==> config.mk <==
export PLATFORM = sky130hd
export DESIGN_NAME = mem_access_unit
export DESIGN_NICKNAME = d
export VERILOG_FILES = /design/src/rtl/mem_access_unit.sv
export SDC_FILE = /design/constraint.sdc
export NUM_CORES = 1
export LEC_CHECK = 0
export ABC_AREA = 1
export BUFFER_PORTS_ARGS = -buffer_cell sky130_fd_sc_hd__buf_4
export CAP_MARGIN = 20
export CORE_AREA = 2 2 130 101
export DETAILED_ROUTE_END_ITERATION = 10
export DIE_AREA = 0 0 132 103
export PLACE_DENSITY = 0.63
export SYNTH_ARGS = -nofsm -noshare
export SYNTH_HDL_FRONTEND = slang
export SYNTH_SLANG_ARGS = --single-unit
==> constraint.sdc <==
create_clock -name clk -period 5.3 [get_ports clk]
set_input_delay 1.59 -clock clk [delete_from_list [all_inputs] [get_ports clk]]
set_output_delay 1.59 -clock clk [all_outputs]
set_load 0.02 [all_outputs]
==> src/rtl/mem_access_unit.sv <==
`default_nettype none
// ============================================================================
// Module      : mem_access_unit
// Description : MEM-stage sequencer for the LC-3b pipeline. Issues one data
//               memory transaction for LDR/STR/LDB/STB/TRAP and two for
//               LDI/STI (pointer fetch, then the real access). Handles byte
//               lanes, LDB sign extension and indirection, and holds the
//               pipeline via stall until the result is registered.
// Ports       : clk, rst            - clock, async active-high reset
//               valid_in, opcode    - MEM-stage instruction and its validity
//               addr, store_data    - effective address and SR value
//               mem_resp, mem_rdata - data-memory completion and read data
//               mem_read/mem_write/mem_address/mem_wdata/mem_byte_enable
//                                   - data-memory request
//               load_data           - registered load/TRAP result
//               stall, done         - pipeline hold, one-cycle completion
// Revision    : 1.0 - initial release
// ============================================================================
module mem_access_unit #(
   parameter int WIDTH = 16
) (
   input  logic             clk,
   input  logic             rst,
   input  logic             valid_in,
   input  logic [3:0]       opcode,
   input  logic [WIDTH-1:0] addr,
   input  logic [WIDTH-1:0] store_data,
   input  logic             mem_resp,
   input  logic [WIDTH-1:0] mem_rdata,
   output logic             mem_read,
   output logic             mem_write,
   output logic [WIDTH-1:0] mem_address,
   output logic [WIDTH-1:0] mem_wdata,
   output logic [1:0]       mem_byte_enable,
   output logic [WIDTH-1:0] load_data,
   output logic             stall,
   output logic             done
);

   localparam logic [3:0] OP_LDB  = 4'b0010;
   localparam logic [3:0] OP_STB  = 4'b0011;
   localparam logic [3:0] OP_LDR  = 4'b0110;
   localparam logic [3:0] OP_STR  = 4'b0111;
   localparam logic [3:0] OP_LDI  = 4'b1010;
   localparam logic [3:0] OP_STI  = 4'b1011;
   localparam logic [3:0] OP_TRAP = 4'b1111;

   localparam logic [1:0] S_IDLE = 2'd0;
   localparam logic [1:0] S_REQ1 = 2'd1;
   localparam logic [1:0] S_REQ2 = 2'd2;
   localparam logic [1:0] S_DONE = 2'd3;

   logic [1:0]       r_state;
   logic [1:0]       w_next_state;
   logic [3:0]       r_op;
   logic [WIDTH-1:0] r_addr;
   logic [WIDTH-1:0] r_sdata;
   logic [WIDTH-1:0] r_ptr;
   logic [WIDTH-1:0] r_load_data;

   logic             w_is_mem_op;
   logic             w_start;
   logic             w_indirect;
   logic [WIDTH-1:0] w_addr_word;
   logic [7:0]       w_rbyte;
   logic [WIDTH-1:0] w_byte_sext;

   always_comb begin
      w_is_mem_op = 1'b0;
      case (opcode)
         OP_LDR, OP_STR, OP_LDB, OP_STB,
         OP_LDI, OP_STI, OP_TRAP: w_is_mem_op = 1'b1;
         default:                 w_is_mem_op = 1'b0;
      endcase
   end

   assign w_start     = valid_in & w_is_mem_op;
   assign w_indirect  = (r_op == OP_LDI) || (r_op == OP_STI);
   assign w_addr_word = {r_addr[WIDTH-1:1], 1'b0};
   // Odd byte address selects the high lane of the returned word.
   assign w_rbyte     = r_addr[0] ? mem_rdata[15:8] : mem_rdata[7:0];
   assign w_byte_sext = {{(WIDTH-8){w_rbyte[7]}}, w_rbyte};
   assign load_data   = r_load_data;

   // ---------------------------------------------------------------- state
   always_ff @(posedge clk or posedge rst) begin
      if (rst) begin
         r_state <= S_IDLE;
      end else begin
         r_state <= w_next_state;
      end
   end

   // ----------------------------------------------------------- next state
   always_comb begin
      w_next_state = r_state;
      case (r_state)
         S_IDLE: if (w_start) w_next_state = S_REQ1;
         S_REQ1: if (mem_resp) w_next_state = w_indirect ? S_REQ2 : S_DONE;
         S_REQ2: if (mem_resp) w_next_state = S_DONE;
         // DONE never looks at valid_in: the instruction still presented
         // there is the one that just completed.
         S_DONE: w_next_state = S_IDLE;
         default: w_next_state = S_IDLE;
      endcase
   end

   // ------------------------------------------------------------- datapath
   // Captured copies keep the request stable while upstream inputs wander.
   always_ff @(posedge clk or posedge rst) begin
      if (rst) begin
         r_op        <= '0;
         r_addr      <= '0;
         r_sdata     <= '0;
         r_ptr       <= '0;
         r_load_data <= '0;
      end else begin
         case (r_state)
            S_IDLE: begin
               if (w_start) begin
                  r_op    <= opcode;
                  r_addr  <= addr;
                  r_sdata <= store_data;
               end
            end
            S_REQ1: begin
               if (mem_resp) begin
                  case (r_op)
                     OP_LDI, OP_STI:  r_ptr       <= {mem_rdata[WIDTH-1:1], 1'b0};
                     OP_LDR, OP_TRAP: r_load_data <= mem_rdata;
                     OP_LDB:          r_load_data <= w_byte_sext;
                     default:         ;
                  endcase
               end
            end
            S_REQ2: begin
               if (mem_resp && (r_op == OP_LDI)) begin
                  r_load_data <= mem_rdata;
               end
            end
            default: ;
         endcase
      end
   end

   // -------------------------------------------------------------- outputs
   // Requests are decoded purely from state and captured registers, so they
   // stay stable until mem_resp and drop on the following edge.
   always_comb begin
      mem_read        = 1'b0;
      mem_write       = 1'b0;
      mem_address     = '0;
      mem_wdata       = '0;
      mem_byte_enable = 2'b00;
      stall           = 1'b0;
      done            = 1'b0;
      case (r_state)
         S_IDLE: begin
            stall = w_start;
         end
         S_REQ1: begin
            stall = 1'b1;
            case (r_op)
               OP_LDR, OP_LDI, OP_TRAP, OP_STI: begin
                  mem_read    = 1'b1;
                  mem_address = w_addr_word;
               end
               OP_LDB: begin
                  mem_read    = 1'b1;
                  mem_address = r_addr;
               end
               OP_STR: begin
                  mem_write       = 1'b1;
                  mem_address     = w_addr_word;
                  mem_wdata       = r_sdata;
                  mem_byte_enable = 2'b11;
               end
               OP_STB: begin
                  mem_write       = 1'b1;
                  mem_address     = r_addr;
                  mem_wdata       = {r_sdata[7:0], r_sdata[7:0]};
                  mem_byte_enable = r_addr[0] ? 2'b10 : 2'b01;
               end
               default: ;
            endcase
         end
         S_REQ2: begin
            stall       = 1'b1;
            mem_address = r_ptr;
            if (r_op == OP_STI) begin
               mem_write       = 1'b1;
               mem_wdata       = r_sdata;
               mem_byte_enable = 2'b11;
            end else begin
               mem_read = 1'b1;
            end
         end
         S_DONE: begin
            done = 1'b1;
         end
         default: ;
      endcase
   end

endmodule
`default_nettype wire

Yosys cells after proc, flatten, opt, wreduce, memory -nomap -nowiden
Cells that the tools add are included.
{"block": "totals", "wordCells": 73, "register_bits": 69, "output_inout_bits": 54}
{"block": "classes", "bitwise": 1, "n_reduce_logical": 16, "n_eq_ne": 22, "n_mux": 28}
{"op": "$pmux 16 s2", "count": 6}
{"op": "$mux 16", "count": 3}
{"op": "$eq 4x4->1 const B", "count": 6}
{"op": "$eq 4x2->1 const B", "count": 4}
{"op": "$eq 4x3->1 const B", "count": 4}
{"op": "$mux 2", "count": 5}
{"op": "$reduce_or 2->1", "count": 5}
{"op": "$reduce_or 5->1", "count": 2}
{"op": "$mux 8", "count": 1}
{"op": "$ne 2x2->1 const B", "count": 4}
{"op": "$pmux 2 s2", "count": 2}
{"op": "$pmux 2 s4", "count": 1}
{"op": "$mux 1", "count": 7}
{"op": "$reduce_or 7->1", "count": 1}
{"op": "$pmux 1 s2", "count": 3}
{"op": "$reduce_and 3->1", "count": 2}
{"op": "$eq 2x2->1 const B", "count": 2}
{"op": "$reduce_and 4->1", "count": 1}
{"op": "$ne 3x3->1 const B", "count": 1}
{"op": "$eq 2x1->1 const B", "count": 1}
{"op": "$logic_not 2->1", "count": 1}
{"op": "$reduce_and 2->1", "count": 1}
{"op": "$reduce_bool 2->1", "count": 1}
{"op": "$and 1x1->1", "count": 1}
{"op": "other kinds (2)", "count": 2}

Logic depth before layout (Yosys ltp)
Gate-level depths: netlist of run 1.
{"block": "depth", "depth_word": 6, "depth_mapped": 10, "mapped_depth_nobuf": 9}

Worst setup path after synthesis of run 1
No wires, ideal clock.
{"block": "synth_path", "path_type": "input to output", "startpoint": "input port opcode[0]", "endpoint": "output port stall", "arrival_time_ns": 2.484, "n_path_buf": 1, "t_required_ns": 3.710, "path_slack_ns": 1.226, "cell_stages": 5, "path_cell_list": "inv_1 -> nand3_1 -> nand3_1 -> clkbuf_1 -> a21oi_1"}
{"block": "synth_between", "elab_chain_cells": 5, "elab_cells_between_ends": 11, "cone_classes": "eq/ne (7); mux (2); bitwise (1); reduce/logical (1)"}
{"item": "from (decl)", "line_no": "25", "source": "input logic [3:0] opcode,"}
{"item": "$eq 4x3->1, or another cell as far along", "line_no": "70", "source": "case (opcode)"}
{"item": "$reduce_or 7->1 *", "line_no": "70"}
{"item": "$mux 1 *", "line_no": "70"}
{"item": "$and 1x1->1 *", "line_no": "77", "source": "assign w_start = valid_in & w_is_mem_op;"}
{"item": "$pmux 1 s2 *", "line_no": "157", "source": "case (r_state)"}
{"item": "to (decl)", "line_no": "36", "source": "output logic stall,"}
Mark *: on every way between the ends. The rest lies on a longest branch, timed or not.

Final worst setup path of run 1
{"block": "layout_path", "startpoint": "register r_state[1]", "endpoint": "output port mem_wdata[8]"}
{"block": "layout_between", "elab_chain_cells": 2, "elab_cells_between_ends": 3, "cone_classes": "eq/ne (2); mux (1)"}
{"item": "from (decl)", "line_no": "53", "source": "logic [1:0] r_state;"}
{"item": "from (signal assigned)", "line_no": "90", "source": "r_state <= w_next_state;"}
{"item": "$eq 2x2->1 or $eq 2x1->1 (tied branches)", "line_no": "157"}
{"item": "$pmux 16 s2 *", "line_no": "157"}
{"item": "to (decl)", "line_no": "33", "source": "output logic [WIDTH-1:0] mem_wdata,"}
Marked as above.

==> results of run 1 <==
-- cells by family (layout without fill, tap and decap cells) --
family          Yosys count  count (layout)  share of synthesized area (%)
simple gates            267             267                           31.7
compound gates           74              74                           10.9
buf+inv                  71             176                           8.04
flops                    69              69                           47.6
fa+ha+maj                 5               5                           1.73
-- worst paths after layout --
| kind | start | endpoint | slack (ns) |
|---|---|---|---|
| max | r_state[1] | mem_wdata[8] | 1.11 |
| max reg2reg | r_state[1] | r_ptr[4] | 3.02 |
| min reg2reg | load_data[12] | load_data[12] | 0.47 |
| max in group asynchronous | rst | load_data[6] | 2.94 |
| min | load_data[12] | load_data[12] | 0.47 |
| min in group asynchronous | rst | r_state[0] | 1.43 |
-- sequential cells by signal, summed over array words and instances (netlist names) --
| name | flops |
|---|---|
| r_addr | 16 |
| load_data | 16 |
| r_sdata | 16 |
| r_op | 4 |
| r_ptr | 15 |
| r_state | 2 |
-- layout make-up --
type                    instances  area [um^2]
clock buffers                   9          225
clock inverters                 6         63.8
fillers                      1308         7610
inverters                      50          188
multi-input cells             346         1610
flip-flops and latches         69         1730
well taps                     171          214
repair buffers                111          833
-- cell usage after synthesis --
cell        n
nand2_1   176
dfrtp_1    69
nand3_1    45
inv_1      43
o21ai_0    42
a21oi_1    25
nor2_1     23
clkbuf_1   14
nand4_1     9
ha_1        5
inv_2       5
buf_4       4
nand2_2     4
nor2_4      4
o21a_1      4
buf_2       2
clkinv_1    2
nand2_4     2
nor2_2      2
a31oi_1     1
buf_6       1
nand3_2     1
nor3_1      1
o21ai_2     1
o21ai_4     1
-- cells in the final DEF, fill, tap and decap left out --
master	instances
nand2_4	2
inv_6	1
o21ai_0	42
ha_1	5
nand3_1	44
a21oi_1	25
nor2_4	4
a31oi_1	1
clkinv_2	2
inv_1	42
buf_4	111
o21ai_2	1
nand2_2	4
nor2_2	2
bufinv_16	1
nor3_1	1
nand2_1	176
nand4_1	9
dfrtp_1	69
clkinv_1	2
inv_2	6
nand3_2	2
o21ai_4	1
clkinvlp_4	2
o21a_1	4
nor2_1	23
clkbuf_16	9
-- power by group through the flow --
stage	combinational, uW	sequential [uW]	clock, uW
2_1_floorplan	865	977	0
3_3_place_gp	1290	968	0
3_5_place_dp	1330	977	0
4_1_cts	1330	969	600
5_1_grt	1500	996	622
6_report	1320	968	589
-- layer usage --
metal	global-route usage, %	share of wire, %	vias to the layer above
met2	25.5	46	103
met5	0	0	-
met3	4.33	6.3	10
li1	-	-	1746
met4	4.01	0.82	0
met1	21.2	47	1662
-- critical path, cell delays in order (launching register included) --
cell      delay, ns
dfrtp_1        0.43
inv_1          0.12
ha_1           0.65
nand2_1        0.18
clkinv_1       0.20
nand2_1        0.15
o21ai_4        0.24
nand2_1        0.08
nand2_1        0.09
buf_4          0.14
-- metrics by stage --
stage / instance area, um^2 / util [%] / hold WS, ns
2_1_floorplan: 3630 / - / 0.453
3_3_place_gp: 4570 / 36.7 / 0.467
3_5_place_dp: 4570 / 36.7 / 0.465
4_1_cts: 4860 / 39.0 / 0.480
5_1_grt: 4860 / 39.0 / 0.498
6_report: 4860 / 39.0 / 0.475
==> results.yml, run 1 <==
outcome:
  status: "complete, no violations"
timing:
  post-route-period-util_pct: 79.0
  report.final.slew_viol_count: 0
  fmax_mhz: 239
  hold_violations: 0
  tns_ns: 0
  tightest_slew_ns: 0.835
  slew_headroom_pct: 44.3
  setup_viol: 0
  finClkSkew_ns: 0.00582
  min_period_ns: 4.19
  rsz0062_at_grt: "no"
  final.setup.worst_slack_ns: 1.11
clock_network:
  clk_latency_ns: 0.33
  cts_buffers: 9
  htreeDepth: 3
  cts_tree: "yes"
  cts_resized: 0
  cts_hold_buf: 0
  clockBufferDepth: 2
  cts-root-buf: "clkbuf_16"
  clock_sinks: 69
  cts_setup_buffers: 0
  clk_pin_slew_worst_paths_ns: 0.06
cells_and_area:
  drive_gt1_share_pct: 25.0
  fin_cells: 762
  insertedDiodeCount: 0
  area_growth_pct: 34.1
  nets: 648
global_route:
  grt_pass1_wl_um: 17000
  grtUsageTotal_pct: 15.8
  grt_overflow: 0
  grt_max_degree: 72
  grt_pass1_vias: 3375
  antenna_found_initial: 0
floorplanning:
  fp.dieH_um: 103
  start_util_pct: 29.1
  fp.dieW_um: 132
  die_area_mm2: 0.0136
  ios: 110
  rows: 36
  core_area_mm2: 0.0125
setup_path:
  crit_required_ns: 3.71
  path_class: "register to output port"
  crit_arrival_ns: 2.60
  crit_path_max_fanout: 21
  reg2reg_depth: 6
  cp-start-kind: "register"
  crit_path_end_kind: "output port"
power_and_ir_drop:
  p_comb_share_pct: 45.8
  cellInternalPower_uw: 1610
  ir_drop_mv: 0.312
  finalPower_uw: 2870
  switching_share_pct: 44.1
  seqPwrFrac_pct: 33.7
  clkPwrFrac_pct: 20.5
  power_switching_uw: 1270
  power.leakage_uw: 0.00261
  power.density_mw_per_mm2: 591
synth:
  syn-num-nets: 547
  yosysSeqAreaShare_pct: 47.6
  yosysTopAreaCellShare_pct: 47.6
  syn_avg_cell_area_um2: 7.46
  synth-seq-cells: 69
  synth_top_cells_by_area: "dfrtp_1 (48%), nand2_1 (18%), nand3_1 (6.2%)"
  synth_cells: 486
  synthesis.area_mm2: 0.00363
  ys_types: 25
  synth_warnings: 0
  synth_top_cell_by_area: "dfrtp_1"
placed_design:
  port_buffers: 109
  dp_hpwl_um: 8040
  routabilityCongestion: 0.885
  pre_cts_ws_ns: 1.47
  dp.cells: 747
routing:
  drt_first_pass_iters: 4
  routed_wl_um: 10400
  ant_nets: 0
  wl_per_cell_um: 13.6
  drtIter0Drc: 218
  vias_per_cell: 4.62
  vias: 3521
  drc: 0
min_path:
  hp-class: "register to register"
  min_path_cells: 2
job:
  cap_viol_max_count: 0
Note: power is estimated with default switching activity, not from simulation.
==> run 2: changes to the inputs <==
Settings changed: ABC_AREA 1 to 0, CORE_AREA 2 2 130 101 to 2 2 127 98, DIE_AREA 0 0 132 103 to 0 0 129 100, PLACE_DENSITY 0.63 to 0.65.
Clock period 5.3 ns to 3.6 ns, I/O delays scaled along.
==> run 2 against run 1 <==
Area after synthesis down 5.1%. Via count fell by 26%. Clock skew increased by 0.0017 ns. Count of clock-buffer cells in the layout grew 4. Global-route usage down 0.83 points. Critical path type unchanged.
==> results.yml, run 2 <==
synth:
  synthesis.area_mm2: 0.00344
  synth-seq-cells: 69
  syn_avg_cell_area_um2: 12.4
  yosysSeqAreaShare_pct: 50.2
  synth_edf_count: 0
  synth_top_cells_by_area: "dfrtp_1 (50%), mux2_2 (21%), a22oi_1 (3.3%)"
  syn-num-nets: 338
  synth_flop_cell: "dfrtp_1"
  netlist_top_cells_count: "dfrtp_1 (69), mux2_2 (64), nor2_1 (18), inv_1 (17), a22oi_1 (15)"
  ys_types: 39
  synth_top_cell_by_area: "dfrtp_1"
  yosysTopAreaCellShare_pct: 50.2
  synth_warnings: 0
  ys_async_sr_fraction_pct: 100
  synth_cells: 277
  synth_most_common_cell: "dfrtp_1"
routing:
  drt_first_pass_iters: 4
  vias_per_cell: 4.63
  vias: 2595
  drc: 0
  drtIter0Drc: 83
  ant_nets: 0
  routed_wl_um: 9370
  wl_per_cell_um: 16.7
timing:
  slew_headroom_pct: 51.8
  tightest_slew_ns: 0.723
  final.setup.worst_slack_ns: 0.121
  hold_violations: 0
  report.final.slew_viol_count: 0
  setup_viol: 0
  fmax_mhz: 287
  tns_ns: 0
  post-route-period-util_pct: 96.6
  finClkSkew_ns: 0.00757
  rsz0062_at_grt: "no"
  min_period_ns: 3.48
global_route:
  grt_overflow: 0
  grt_max_degree: 37
  grtUsageTotal_pct: 15.0
  antenna_found_initial: 0
  grt_pass1_vias: 2731
  grt_pass1_wl_um: 14700
floorplanning:
  die_area_mm2: 0.0129
  fp.dieW_um: 129
  start_util_pct: 29.0
  fp.dieH_um: 100
  rows: 35
  ios: 110
  core_area_mm2: 0.0119
setup_path:
  crit_path_max_fanout: 9
  crit_arrival_ns: 2.40
  crit_path_end_kind: "output port"
  crit_required_ns: 2.52
  cp-start-kind: "register"
  path_class: "register to output port"
placed_design:
  dp.cells: 544
  routabilityCongestion: 0.805
  pre_cts_ws_ns: 0.408
  port_buffers: 109
  dp_hpwl_um: 7000
power_and_ir_drop:
  ir_drop_mv: 0.346
  power_switching_uw: 1650
  seqPwrFrac_pct: 33.4
  switching_share_pct: 37.9
  clkPwrFrac_pct: 21.0
  p_comb_share_pct: 45.7
  power.leakage_uw: 0.00228
  power.density_mw_per_mm2: 919
  cellInternalPower_uw: 2700
  finalPower_uw: 4340
cells_and_area:
  layout_common_cells: "buf_4 (115), dfrtp_1 (69), mux2_2 (64), nor2_1 (17), inv_1 (16)"
  nets: 450
  fill_cells: 1145
  area_growth_pct: 37.4
  fin_cells: 560
  insertedDiodeCount: 0
  final_common_cell: "buf_4"
  drive_gt1_share_pct: 53.8
clock_network:
  clockBufferDepth: 2
  clk_latency_ns: 0.33
  cts_tree: "yes"
  cts-root-buf: "clkbuf_16"
  htreeDepth: 3
  cts_resized: 0
  clock_sinks: 69
  cts_setup_buffers: 0
  clk_pin_slew_worst_paths_ns: 0.05
  cts_hold_buf: 0
  cts_buffers: 9
outcome:
  status: "complete, no violations"
min_path:
  hp-class: "register to register"
job:
  cap_viol_max_count: 0
==> run 2: cell count changes after synthesis, moves of 15 or more <==
| cell | delta |
|---|---|
| a21oi_1 | -24 |
| a22oi_1 | +15 |
| inv_1 | -26 |
| mux2_2 | +64 |
| nand2_1 | -171 |
| nand3_1 | -44 |
| o21ai_0 | -30 |
==> run 2: layout make-up <==
type | instances | area (um^2) | area share [%]
flip-flops and latches | 69 | 1730 | 36.5
repair buffers | 115 | 863 | 18.3
clock buffers | 13 | 270 | 5.72
multi-input cells | 175 | 1550 | 32.7
inverters | 19 | 71.3 | 1.51
clock inverters | 3 | 42.5 | 0.900
well taps | 166 | 208 | 4.39
==> run 2: metal layers <==
metal	vias up	wire length [um]	part of all wire, %	global-route usage [%]
li1	1215	-	-	-
met1	1311	4280	46	19.7
met2	57	4520	48	24.1
met3	12	427	4.6	3.89
met4	0	152	1.6	4.93
met5	-	0	0	0
==> run 2: path summary, 6_finish.rpt <==
path                       startpoint      endpoint  slack [ns]  depth (start not counted)
setup / recovery           r_state[1]  mem_wdata[3]        0.12                          7
min in group asynchronous         rst     r_addr[1]        0.83                          2
setup reg to reg           r_state[1]     r_ptr[15]        1.36                          5
hold reg to reg             r_addr[8]     r_addr[8]        0.51                          1
hold / removal              r_addr[8]     r_addr[8]        0.51                          1
max in group asynchronous         rst    r_state[0]        2.03                          3
==> run 2: per-stage QoR <==
step	hold WS, ns	area [um^2]	util, %
floorplan	0.480	3440	-
finish	0.506	4730	39.8
CTS	0.510	4720	39.8
detailed placement	0.496	4410	37.2
global route	0.523	4730	39.8
global placement	0.489	4410	37.2
==> run 2: cell families (layout without fill, tap and decap cells) <==
group	Yosys count	count (layout)	synth area share, %
buffers and inverters	33	150	4.98
muxes	75	75	24.1
and+or+nand+nor	47	47	8.84
AOI/OAI and AO/OA	48	48	10.0
DFF	69	69	50.2
adders and majority gates	5	5	1.82
==> run 2: worst max-delay path: stages, from the launching register on <==
cell and delay (ns):
dfrtp_1 0.41, inv_1 0.11, ha_1 0.31, clkinv_1 0.09, or4_4 0.55, and2_2 0.31, nor2b_2 0.14, buf_4 0.15
==> run 2: power by group through the flow <==
stage	clock (uW)	sequential (uW)	combinational, uW
3_5_place_dp	0	1460	2000
4_1_cts	936	1450	2010
2_1_floorplan	0	1460	1280
3_3_place_gp	0	1430	1950
5_1_grt	971	1500	2160
6_report	911	1450	1980
